File: src/rtl/conv_pkg.sv
// Shared types and helpers for the convolution line feeder: FSM states,
// stride decode and logical-row to physical-slot mapping.
package conv_pkg;

    typedef enum logic [2:0] {
        IDLE,
        FILL,
        READY,
        ADVANCE,
        DONE
    } feeder_state_t;

    function automatic logic [1:0] decode_stride(input logic [1:0] code);
        return (code == 2'd2) ? 2'd2 : 2'd1;
    endfunction

    // base is 0..2 and k is at most 2, so one wrap is sufficient
    function automatic logic [1:0] slot_of(input logic [1:0] base, input logic [1:0] k);
        logic [2:0] sum;
        sum = {1'b0, base} + {1'b0, k};
        if (sum >= 3'd3) begin
            sum = sum - 3'd3;
        end
        return sum[1:0];
    endfunction

endpackage

File: src/rtl/line_row_bank.sv
// Three physical row slots of IMG_W pixels; one write port and one column
// read that returns logical rows 0..2 relative to a rotating base slot.
module line_row_bank
    import conv_pkg::*;
#(
    parameter int BIT_DEPTH = 8,
    parameter int IMG_W     = 16,
    parameter int COL_W     = $clog2(IMG_W)
) (
    input  logic                 clk,
    input  logic                 wr_en,
    input  logic [1:0]           wr_slot,
    input  logic [COL_W-1:0]     wr_col,
    input  logic [BIT_DEPTH-1:0] wr_data,
    input  logic [1:0]           rd_base,
    input  logic [COL_W-1:0]     rd_col,
    output logic [BIT_DEPTH-1:0] rd_l1,
    output logic [BIT_DEPTH-1:0] rd_l2,
    output logic [BIT_DEPTH-1:0] rd_l3
);

    logic [BIT_DEPTH-1:0] mem [3][IMG_W];

    always_ff @(posedge clk) begin
        if (wr_en) begin
            mem[wr_slot][wr_col] <= wr_data;
        end
    end

    always_comb begin
        rd_l1 = mem[slot_of(rd_base, 2'd0)][rd_col];
        rd_l2 = mem[slot_of(rd_base, 2'd1)][rd_col];
        rd_l3 = mem[slot_of(rd_base, 2'd2)][rd_col];
    end

endmodule

File: src/rtl/conv_line_feeder.sv
// Streams a row-major feature map as 3-row bands, one column per shift,
// reusing held rows and fetching only the stride new rows between bands.
module conv_line_feeder
    import conv_pkg::*;
#(
    parameter int BIT_DEPTH = 8,
    parameter int IMG_W     = 16,
    parameter int IMG_H     = 16,
    parameter int ADDR_W    = 8
) (
    input  logic                 clk,
    input  logic                 rst,
    input  logic                 start,
    input  logic [1:0]           stride,
    output logic                 src_rd_en,
    output logic [ADDR_W-1:0]    src_addr,
    input  logic [BIT_DEPTH-1:0] src_data,
    input  logic                 shift,
    output logic [BIT_DEPTH-1:0] out_l1,
    output logic [BIT_DEPTH-1:0] out_l2,
    output logic [BIT_DEPTH-1:0] out_l3,
    output logic                 band_ready,
    output logic                 band_last,
    output logic                 done
);

    localparam int COL_W  = $clog2(IMG_W);
    localparam int CNT_W  = $clog2(3 * IMG_W + 1);
    localparam int BAND_W = $clog2(IMG_H);

    localparam logic [CNT_W-1:0]  FILL_N    = CNT_W'(3 * IMG_W);
    localparam logic [CNT_W-1:0]  ADV1_N    = CNT_W'(IMG_W);
    localparam logic [CNT_W-1:0]  ADV2_N    = CNT_W'(2 * IMG_W);
    localparam logic [COL_W-1:0]  COL_MAX   = COL_W'(IMG_W - 1);
    localparam logic [BAND_W-1:0] LAST_B_S1 = BAND_W'(IMG_H - 3);
    localparam logic [BAND_W-1:0] LAST_B_S2 = BAND_W'((IMG_H - 3) / 2);

    feeder_state_t state, next_state;

    logic [1:0]           stride_r;
    logic [1:0]           base;
    logic [BAND_W-1:0]    band;
    logic [CNT_W-1:0]     rd_cnt;
    logic [ADDR_W-1:0]    fetch_addr;
    logic [COL_W-1:0]     fetch_col;
    logic [1:0]           fetch_k;
    logic [COL_W-1:0]     col;
    logic                 wr_pend;
    logic [1:0]           wr_slot;
    logic [COL_W-1:0]     wr_col;
    logic [COL_W-1:0]     rd_col;
    logic [BIT_DEPTH-1:0] bank_l1, bank_l2, bank_l3;
    logic [CNT_W-1:0]     fetch_n;
    logic                 fetch_busy, fetch_end, col_last, band_final;

    always_comb begin
        fetch_n    = (state == FILL) ? FILL_N : ((stride_r == 2'd2) ? ADV2_N : ADV1_N);
        fetch_busy = (state == FILL) || (state == ADVANCE);
        fetch_end  = fetch_busy && (rd_cnt == fetch_n);
        col_last   = (col == COL_MAX);
        band_final = (band == ((stride_r == 2'd2) ? LAST_B_S2 : LAST_B_S1));
        // show-ahead: READY reads the column a shift would expose next
        rd_col     = (state == READY) ? col + 1'b1 : '0;
    end

    always_ff @(posedge clk or posedge rst) begin
        if (rst) begin
            state <= IDLE;
        end else begin
            state <= next_state;
        end
    end

    always_comb begin
        next_state = state;
        case (state)
            IDLE:    if (start) next_state = FILL;
            FILL:    if (fetch_end) next_state = READY;
            ADVANCE: if (fetch_end) next_state = READY;
            READY:   if (shift && col_last) next_state = band_final ? DONE : ADVANCE;
            DONE:    next_state = IDLE;
            default: next_state = IDLE;
        endcase
    end

    always_comb begin
        src_rd_en  = fetch_busy && (rd_cnt != fetch_n);
        band_ready = (state == READY);
        band_last  = (state == READY) && band_final;
        done       = (state == DONE);
    end

    assign src_addr = fetch_addr;

    always_ff @(posedge clk or posedge rst) begin
        if (rst) begin
            stride_r   <= '0;
            base       <= '0;
            band       <= '0;
            rd_cnt     <= '0;
            fetch_addr <= '0;
            fetch_col  <= '0;
            fetch_k    <= '0;
            col        <= '0;
            out_l1     <= '0;
            out_l2     <= '0;
            out_l3     <= '0;
        end else begin
            case (state)
                IDLE: begin
                    if (start) begin
                        stride_r   <= decode_stride(stride);
                        base       <= '0;
                        band       <= '0;
                        rd_cnt     <= '0;
                        fetch_addr <= '0;
                        fetch_col  <= '0;
                        fetch_k    <= '0;
                        col        <= '0;
                    end
                end
                FILL, ADVANCE: begin
                    if (src_rd_en) begin
                        rd_cnt     <= rd_cnt + 1'b1;
                        fetch_addr <= fetch_addr + 1'b1;
                        if (fetch_col == COL_MAX) begin
                            fetch_col <= '0;
                            fetch_k   <= fetch_k + 2'd1;
                        end else begin
                            fetch_col <= fetch_col + 1'b1;
                        end
                    end
                    if (fetch_end) begin
                        col    <= '0;
                        out_l1 <= bank_l1;
                        out_l2 <= bank_l2;
                        out_l3 <= bank_l3;
                    end
                end
                READY: begin
                    if (shift) begin
                        if (col_last) begin
                            // rotate base first so new rows land in the freed slots
                            if (!band_final) begin
                                base      <= slot_of(base, stride_r);
                                band      <= band + 1'b1;
                                rd_cnt    <= '0;
                                fetch_col <= '0;
                                fetch_k   <= 2'd3 - stride_r;
                            end
                        end else begin
                            col    <= col + 1'b1;
                            out_l1 <= bank_l1;
                            out_l2 <= bank_l2;
                            out_l3 <= bank_l3;
                        end
                    end
                end
                default: ;
            endcase
        end
    end

    always_ff @(posedge clk or posedge rst) begin
        if (rst) begin
            wr_pend <= 1'b0;
            wr_slot <= '0;
            wr_col  <= '0;
        end else begin
            wr_pend <= src_rd_en;
            wr_slot <= slot_of(base, fetch_k);
            wr_col  <= fetch_col;
        end
    end

    line_row_bank #(
        .BIT_DEPTH (BIT_DEPTH),
        .IMG_W     (IMG_W),
        .COL_W     (COL_W)
    ) u_bank (
        .clk     (clk),
        .wr_en   (wr_pend),
        .wr_slot (wr_slot),
        .wr_col  (wr_col),
        .wr_data (src_data),
        .rd_base (base),
        .rd_col  (rd_col),
        .rd_l1   (bank_l1),
        .rd_l2   (bank_l2),
        .rd_l3   (bank_l3)
    );

endmodule

File: config.mk
export PLATFORM = sky130hd
export DESIGN_NAME = conv_line_feeder
export DESIGN_NICKNAME = d
export VERILOG_FILES = /design/src/rtl/conv_pkg.sv /design/src/rtl/line_row_bank.sv /design/src/rtl/conv_line_feeder.sv
export SDC_FILE = /design/constraint.sdc
export NUM_CORES = 1
export LEC_CHECK = 0
export ABC_AREA = 1
export ABC_CLOCK_PERIOD_IN_PS = 2300
export CORE_MARGIN = 5
export CORE_UTILIZATION = 41
export DETAILED_ROUTE_END_ITERATION = 16
export DONT_BUFFER_PORTS = 1
export SLEW_MARGIN = 20
export SYNTH_ARGS = -nofsm -noshare
export SYNTH_HDL_FRONTEND = slang
export SYNTH_HIERARCHICAL = 1
export SYNTH_SLANG_ARGS = --single-unit
File: constraint.sdc
create_clock -name clk -period 2.3 [get_ports clk]
set_input_delay 0.46 -clock clk [delete_from_list [all_inputs] [get_ports clk]]
set_output_delay 0.46 -clock clk [all_outputs]
set_load 0.01 [all_outputs]
== Word-level counts from Yosys, hierarchy flattened ==
Memory sizes are Yosys's and may differ from the RTL's.
Cells that the tools add are included.

* Add/subtract/negate cells: 16
* Multipliers: 0
* Div/mod/pow operators: 0
* Magnitude comparators: 8
* Eq/ne operators: 20
* Shifts and indexed selects: 0
* Multiplexer cells: 75
* Bitwise operators: 2
* Reduce and logical (&&, ||, !) cells: 20

{| class="wikitable"
|+ Operator list
! kind !! count
|-
| two-way mux 8 bit || 18
|-
| two-way mux 128 bit || 1
|-
| binary-select mux 8 bit (select 4 bit) || 3
|-
| one-hot mux 8 bit (2 select lines) || 4
|-
| two-way mux 4 bit || 14
|-
| two-way mux 6 bit || 7
|-
| demux 8 bit (select 4 bit) || 1
|-
| two-way mux 2 bit || 15
|-
| one-hot mux 4 bit (3 select lines) || 2
|-
| one-hot mux 6 bit (3 select lines) || 1
|-
| adder 4 x 1 -> 4 bit (second input constant) || 3
|-
| >= comparator 3 x 2 -> 1 bit (second input constant) || 4
|-
| two-way mux 3 bit || 4
|-
| >= comparator 5 bit (second input constant) || 2
|-
| != test 2 x 1 -> 1 bit (second input constant) || 5
|-
| inverter 4 -> 5 bit || 2
|-
| AND reduction 5 bit || 2
|-
| subtractor 2 bit (second input constant) || 5
|-
| one-hot mux 3 bit (3 select lines) || 1
|-
| adder 8 x 1 -> 8 bit (second input constant) || 1
|-
| == test 4 bit (second input constant) || 2
|-
| != test 2 bit (second input constant) || 4
|-
| one-hot mux 4 bit (2 select lines) || 1
|-
| AND reduction 7 bit || 1
|-
| 28 further kinds || 38
|}

* Register bits after elaboration: 66
* Latch bits: 0
* Bits in writable memories: 384
* Bits in read-only memories: 0
* Memories kept: 1

{| class="wikitable"
|+ Memories
! memory !! words !! width !! read ports !! clocked after memory_dff !! write ports !! RTL line !! source
|-
| u_bank.mem || 3 || 128 || 3 || 0 || 1 || line_row_bank.sv:22 || <nowiki>logic [BIT_DEPTH-1:0] mem [3][IMG_W];</nowiki>
|}

== Depth between registers and ports, before layout ==
Gate-level depths: netlist of run 1.
An unclocked memory read counts as a cell.

* Depth in word-level cells: 10
* Mapped depth: 20
* Depth with buffers taken out: 18

== By module ==
Netlist of run 1, hierarchy kept.

{| class="wikitable"
|+ Modules (own cells, without submodules)
! module !! times used !! cells an instance !! area each (um^2) !! seq. area each (um^2)
|-
| line_row_bank || 1 || 3040 || 22983.3 || 11531.1
|-
| conv_line_feeder || 1 || 394 || 3316.9 || 1651.6
|}

== Least setup slack after synthesis of run 1 ==
No wires, ideal clock.

* Path kind: reg2reg
* Start point: register state[0]
* End point: register out_l2[0]
* Setup time: 0.130 ns
* Data arrival time: 2.003 ns
* Data required time: 2.170 ns
* Path slack: 0.167 ns
* Cell stages (with the launch flop): 18
* Cells stage by stage: dfrtp_1 -> inv_2 -> nand2_2 -> nor2_4 -> inv_2 -> nor2_1 -> buf_4 -> buf_2 -> buf_2 -> nand3_1 -> nand3_1 -> nand3_1 -> nand2_1 -> nand2_1 -> nand2_1 -> nand2_1 -> nand2_1 -> o21ai_0

* Word-level cells in the longest chain between the ends: 9

{| class="wikitable"
|+ RTL lines
! element !! RTL line !! source
|-
| from (decl) || conv_line_feeder.sv:38 || <nowiki>feeder_state_t state, next_state;</nowiki>
|-
| from (signal assigned) || conv_line_feeder.sv:70 || <nowiki>state <= next_state;</nowiki>
|-
| == test 3 x 2 -> 1 bit (*) || -- ||
|-
| named net band_ready || conv_line_feeder.sv:22 || <nowiki>output logic band_ready,</nowiki>
|-
| two-way mux 4 bit (*) || conv_line_feeder.sv:63 || <nowiki>rd_col = (state == READY) ? col + 1'b1 : '0;</nowiki>
|-
| named net rd_col[0] || conv_line_feeder.sv:51 || <nowiki>logic [COL_W-1:0] rd_col;</nowiki>
|-
| inverter 4 -> 5 bit (implied by the code) (*) || line_row_bank.sv:32 || <nowiki>rd_l2 = mem[slot_of(rd_base, 2'd1)][rd_col];</nowiki>
|-
| binary-select mux 8 bit (select 4 bit) (*) || line_row_bank.sv:32 ||
|-
| two-way mux 8 bit (implied by the code) (*) (2 in series) || line_row_bank.sv:32 ||
|-
| named net bank_l2[0] || conv_line_feeder.sv:52 || <nowiki>logic [BIT_DEPTH-1:0] bank_l1, bank_l2, bank_l3;</nowiki>
|-
| two-way mux 8 bit || conv_line_feeder.sv:142 || <nowiki>if (col_last) begin</nowiki>
|-
| two-way mux 8 bit || conv_line_feeder.sv:141 || <nowiki>if (shift) begin</nowiki>
|-
| one-hot mux 8 bit (2 select lines) (*) || conv_line_feeder.sv:109 || <nowiki>case (state)</nowiki>
|-
| to (signal assigned) || conv_line_feeder.sv:136 || <nowiki>out_l2 <= bank_l2;</nowiki>
|-
| to (signal assigned) || conv_line_feeder.sv:154 || <nowiki>out_l2 <= bank_l2;</nowiki>
|-
| to (decl) || conv_line_feeder.sv:20 || <nowiki>output logic [BIT_DEPTH-1:0] out_l2,</nowiki>
|}

Mark *: on every way through the listed nets, which the timed path passes. The rest lies on a longest branch. The select of a mux whose other input is x is not followed.
A chain may end at the register's enable or synchronous reset.

== Final worst setup path of run 1 ==
* Start point: register state[0]
* End point: register out_l2[5]

* Word-level cells in the longest chain between the ends: 9

{| class="wikitable"
|+ RTL lines
! element !! RTL line
|-
| == test 3 x 2 -> 1 bit (*) || conv_line_feeder.sv:63
|-
| two-way mux 4 bit (*) || conv_line_feeder.sv:63
|-
| named net rd_col[2] || conv_line_feeder.sv:51
|-
| inverter 4 -> 5 bit (implied by the code) (*) || line_row_bank.sv:32
|-
| binary-select mux 8 bit (select 4 bit) (*) || line_row_bank.sv:32
|-
| two-way mux 8 bit (implied by the code) (*) (2 in series) || line_row_bank.sv:32
|-
| named net bank_l2[5] || conv_line_feeder.sv:52
|-
| two-way mux 8 bit || conv_line_feeder.sv:142
|-
| two-way mux 8 bit || conv_line_feeder.sv:141
|-
| one-hot mux 8 bit (2 select lines) (*) || conv_line_feeder.sv:109
|}

Marked as above.

==> metrics, run 1 <==
status complete, but fails checks; failing checks negative setup slack; vias in the first global route 22070; worst path arrival time 2.84 ns; commonest non-fill, non-tap cell in the layout nand2_1; Tightest Pin Transition 0.6376 ns; Worst-Skew Late Latency 0.62 ns; clk slew on worst S/H paths 0.06 ns; hold path depth 2; post-layout util 50.06%; worst hold endpoint stride_r[0]; commonest non-fill, non-tap cells in the layout nand2_1, nand3_1, edfxtp_1; grt ovf 0; vias 24680; GP Congestion 0.9783; Synth-to-Final Area Change 20.51%; RSZ-0062 raised after global routing yes; row cnt 92; CTS buffer count 50; Initial Util 41.54%; pwr/cell area approximately 1200 nW/um^2; Worst EP required 2.77 ns; port bufs 0; clock tree from TritonCTS done; Tcrit/Tclk final 102.9%; total core area approximately 63000 sq um; endpoints failing hold 0; Post-Route Skew 0.01564 ns; Leakage 0.01360 uW; layout cells sized above 1 roughly 14%; reg-to-reg slack, setup -0.07 ns; Max Cap Viol 0; Worst Setup Start Kind flip-flop; CP Class reg -> reg; Distinct cells, synth 36; Peak Freq 422.4 MHz; peak supply drop 0.8283 mV; Synth warnings 6; die area a little under 70000 sq um; WL final 95060 um; detailed placement HPWL 59640 um; clock sink count 450; clock root buffer clkbuf_16; H-tree depth 2; worst min path class in -> reg; n_diodes 0; Max-slew headroom 57.16%; Routed Antenna Nets 0; crit path capture type flip-flop; detailed-router iteration count before antenna repair 6; Avg Cell Area, Syn 7.659 sq um; number of remaining DRC errors 0; synthesized flop and latch total 450; post-synthesis instance total 3434; Seq/Total Area, Yosys approximately 50%; global-route wire length before repair 138600 um; 1st-iter DRT viols 3540; R2R Path Start state[0]; HP Start stride[0]; synthesized area 26300 sq um; largest net degree at the start of global routing 58; worst setup margin -0.06759 ns; post-layout minimum cycle time 2.368 ns; Critical Path Fanout Max 9; initial antenna violation count 0; RR Endpoint out_l2[5]; final setup fails 9; routed len/inst around 22 um; Die Ht 263.3 um; NumNets Final around 3600; number of top-level pins 50; via/cell ratio 5.588; reg2reg path depth 17; worst hold slack 0.03625 ns; syn nets ~3500; die width 263.3 um; Final Slew Violations 0; CTS max path bufs 3; Tot GR Track Use 25.49%
[Yosys cell counts, drive strengths merged]
| cell type | count | area share (%) |
|---|---|---|
| xnor2 | 4 | 0.13 |
| nand3 | 766 | 15 |
| a21oi | 140 | 2.7 |
| buf | 193 | 4.2 |
| o22ai | 2 | 0.048 |
| a21o | 1 | 0.029 |
| nor2 | 98 | 1.5 |
| ha | 14 | 0.67 |
| nor3 | 7 | 0.13 |
| nand4 | 4 | 0.095 |
| nor3b | 2 | 0.057 |
| fa | 2 | 0.15 |
| edfxtp | 384 | 44 |
| xor2 | 7 | 0.23 |
| a31oi | 1 | 0.024 |
| clkbuf | 44 | 0.63 |
| inv | 189 | 2.7 |
| clkinv | 2 | 0.029 |
| dfrtp | 66 | 6.3 |
| a221oi | 1 | 0.033 |
| o21ai | 43 | 0.89 |
| nand2 | 1456 | 21 |
| nand3b | 5 | 0.14 |
| or2 | 3 | 0.071 |
[final cells by class]
cell class                 count  area, sq um
fill                        6018        31620
sequential                   450        13180
multi-input combinational   2556        11580
timing repair buffer         281         3437
clock buffer                  62         1390
tap                          846         1059
inverter                     191        762.0
clock inverter                31        279.0
[logic make-up (layout without fill, tap and decap cells)]
family	count (synthesis)	after routing	share of synthesized area, %
compound gates	188	188	3.687
simple gates	2341	2341	37.47
flops	450	450	50.12
buf+inv	428	565	7.531
fa+ha+maj	16	16	0.8183
xor+xnor	11	11	0.3663
[timing repair]
action / in CTS / in global routing
setup endpoints to repair: 10 / 28
resized for setup: 17 / 144
hold endpoints to repair: 398 / 0
cloned: 2 / 15
buffers inserted: 2 / 13
pin swaps: 1 / 39
hold buffers: 9 / 0
[critical path, cell delays in order (launching register included)]
cell        delay (ns)
dfrtp_1           0.39
inv_2             0.05
nand2_2           0.06
nor2_4            0.09
inv_2             0.06
buf_6             0.14
nor3_4            0.21
buf_6             0.14
clkinvlp_4        0.09
buf_12            0.15
clkbuf_16         0.17
buf_4             0.15
nand3_1           0.12
nand2_1           0.11
nand2_1           0.08
nand2_1           0.06
nand2_1           0.06
o21ai_0           0.09
[worst max path at each step]
stage	slack (ns)	cells after the start	end	start
after global placement	-0.001	18	out_l1[3]	state[0]
after global routing	-0.17	19	out_l1[6]	state[0]
after detailed placement	-0.03	17	out_l2[2]	state[0]
final	-0.07	17	out_l2[5]	state[0]
after CTS	-0.01	9	src_rd_en	rd_cnt[0]
after floorplan	0.17	17	out_l2[0]	state[0]
[registers in the layout, summed over array words and instances, names as in the netlist, 3 cells and up]
register	flops
out_l1	8
src_addr	8
band	4
rd_cnt	6
out_l2	8
u_bank/mem	384
fetch_col	4
col	4
wr_col	4
out_l3	8
state	3
[metrics by stage]
step	worst slack [ns]	cells	power [uW]	setup TNS (ns)	area (sq um)
floorplan	0.1668	3434	22060	0	26300
CTS	-0.01126	4390	37150	-0.01367	30760
global placement	-0.001365	4284	28550	-0.001365	28740
global route	-0.1702	4417	40960	-2.885	31700
finish	-0.06759	4417	38870	-0.2271	31700
detailed placement	-0.02592	4284	28570	-0.04436	28740
[power by group]
group,total (uW),internal (uW),switching (uW)
combinational,20000,7300,12700
sequential,10600,9730,878
clock,8220,4750,3470
[metal layers]
metal | share of wire, % | vias up | global-route usage, %
met5 | 0 | - | 0
met4 | 3.0 | 0 | 7.409
met3 | 11 | 188 | 5.360
met2 | 44 | 1434 | 38.82
met1 | 41 | 11510 | 36.97
li1 | - | 11550 | -
Note: power is estimated with default switching activity, not from simulation.
==> run 2, diff against run 1 <==
- PLACE_DENSITY: unset -> 0.53
==> run 2 against run 1 <==
  * The flow still finishes with violations (negative setup slack)
  * Largest cell class unchanged
  * Utilization grew 1.8 points
  * First-iteration DRC count shrank 5.3%
  * Global-route usage grew 2.7 points
  * Cell area grew 3.6%
  * Wire length grew 9.4%
  * Hold slack lost 0.0041 ns
  * Setup slack lost 0.068 ns
  * Non-clock buffer count grew 29
  * Sequential power is essentially flat
  * Die area is the same
  * Total power grew 7.8%
==> metrics, run 2 (synthesized netlist as in run 1, its figures left out) <==
die width 263.3 um (unchanged); post-route insts no fill 4455 (+0.86%); status complete, but fails checks; worst min path class in -> reg; WL final 104000 um (+9.4%); crit path capture type flip-flop; number of remaining DRC errors 0 (unchanged); CP max-delay cell dfrtp_1; number of top-level pins 50 (unchanged); clk slew on worst S/H paths 0.06 ns (about the same); Max Cap Viol 0 (unchanged); detailed placement HPWL 63780 um (+6.9%); peak supply drop 0.7847 mV (-5.3%); die area 69310 sq um (unchanged); H-tree depth 2 (unchanged); Routed Antenna Nets 0 (unchanged); Setup TNS -1.582 ns (-1.355 ns); clock tree from TritonCTS done; grt ovf 0 (unchanged); worst path arrival time 2.98 ns (+0.14 ns); CTS max path bufs 3 (unchanged); RSZ-0062 raised after global routing yes; layout cells sized above 1 16.96% (+2.8 points); most used cell, CP nand3_1; Largest Register u_bank/mem; detailed-router iteration count before antenna repair 8 (+2); row cnt 92 (unchanged); reg-to-reg slack, setup -0.14 ns (-0.07 ns); NumNets Final 3594 (+0.96%); endpoints failing hold 0 (unchanged); via/cell ratio 5.740 (+2.7%); Synth-to-Final Area Change 24.89%; Tot GR Track Use 28.21% (+2.7 points); Peak Freq 410.5 MHz (-2.8%); CP Class reg -> reg; routed len/inst 23.35 um (+8.5%); Worst EP required 2.84 ns (+0.07 ns); Final Instance Area 32850 sq um (+3.6%); final setup fails 25 (+16); vias in the first global route 23870 (+8.1%); pwr/cell area 1276 nW/um^2 (+4.1%); worst-path cell chain inv_2 > nand2_4 > nor2_4 > inv_2 > nor2_4 > buf_12 > clkinv_16 > buf_16 > buf_16 > buf_4 > nand3_1 > nand3_1 > nand3_1 > nand2_1 > nand2_2 > nand2_4 > nand2_2 > nand2_1 > o21ai_1; Post-DP Area 28720 sq um (about the same); port bufs 0 (unchanged); Die Ht 263.3 um (unchanged); initial antenna violation count 1 (+1); Critical Path Fanout Max 8 (-1); failing checks negative setup slack; clock sink count 450 (unchanged); Tightest Pin Transition 0.4741 ns (-0.1636 ns); Post-Route Skew 0.03192 ns (+0.01628 ns); worst setup margin -0.1358 ns (-0.06823 ns); Tcrit/Tclk final 105.9% (+3.0 points); flip-flop count of the largest register after layout 384 (unchanged); largest net degree at the start of global routing 67 (+16%); commonest non-fill, non-tap cell in the layout nand2_1; clock root buffer clkbuf_16; worst hold slack 0.03216 ns (-0.004088 ns); 1st-iter DRT viols 3354 (-5.3%); Leakage 0.01412 uW (+3.8%); Final Slew Violations 0 (unchanged); post-layout util 51.88% (+1.8 points); slowest stage delay, CP 0.38 ns (about the same); vias 25570 (+3.6%); CTS buffer count 54 (+8.0%); commonest non-fill, non-tap cells in the layout nand2_1, nand3_1, edfxtp_1; post-layout minimum cycle time 2.436 ns (+0.06823 ns); Worst Setup Start Kind flip-flop; GP Congestion 0.9369 (-4.2%); Max-slew headroom 68.15% (+11 points); total core area 63310 sq um (unchanged); placed insts 4286 (+0.047%); Worst-Skew Late Latency 0.64 ns (+0.02 ns); Initial Util 41.54% (unchanged); global-route wire length before repair 150800 um (+8.7%)
-- run 2: cell count changes in the layout (fill, tap and decap cells not counted), sizes merged --
cell	before	now
diode	0	1
clkinv	23	21
bufinv	4	11
clkinvlp	4	8
clkbuf	75	70
inv	191	188
bufbuf	0	10
buf	267	293
-- run 2: metal layers --
metal,up-vias,track usage (%),part of all wire (%)
met2,1502,44.84,45
met3,279,5.024,9.8
li1,11660,-,-
met5,-,0,0
met4,0,12.17,4.8
met1,12140,38.17,40
-- run 2: path summary, 6_finish.rpt --
check                           cells past startpoint          from          end
worst min register to register                      0  fetch_col[1]    wr_col[1]
min in group asynchronous                           3           rst    out_l2[7]
worst max register to register                     19      state[0]    out_l3[7]
max in group asynchronous                           3           rst      base[0]
worst min-delay path                                2     stride[0]  stride_r[0]
worst max-delay path                               19      state[0]    out_l3[7]
-- run 2: worst max-delay path, delay by kind of cell (launching register included) --
family                 cells  cell delay (ns)
and+or+nand+nor           11             0.93
DFF                        1             0.38
buffers and inverters      7             0.92
AOI/OAI and AO/OA          1             0.08
-- run 2: repair_timing --
| item | CTS | global route |
|---|---|---|
| hold buffers | 9 | 0 |
| setup endpoints to repair | 28 | 29 |
| pin swaps | 46 | 60 |
| cloned | 18 | 7 |
| buffers inserted | 19 | 19 |
| resized for setup | 127 | 144 |
| hold endpoints to repair | 450 | 0 |
-- run 2: report_power, final --
part | leakage [uW] | switching [uW] | total [uW] | internal, uW
clock network | 0.000932 | 3690 | 9390 | 5700
registers | 0.00430 | 1010 | 10700 | 9730
logic | 0.00889 | 13500 | 21800 | 8310
total | 0.0141 | 18200 | 41900 | 23700
-- run 2: per-stage QoR --
step	total power, uW	worst slack [ns]
final	41920	-0.1358
after global routing	44000	-0.2113
after CTS	40540	-0.1144
after detailed placement	28810	-0.3525
after global placement	28710	-0.3397
after floorplan	22060	0.1668
-- run 2: final cells by class --
| class | instances | area (sq um) |
|---|---|---|
| fillers | 5875 | 30470 |
| flip-flops and latches | 450 | 13190 |
| multi-input cells | 2556 | 11900 |
| repair buffers | 310 | 3955 |
| clock buffers | 64 | 1430 |
| well taps | 846 | 1059 |
| inverters | 191 | 785.8 |
| clock inverters | 36 | 523.0 |
| repair inverters | 1 | 8.758 |
| diodes | 1 | 2.502 |
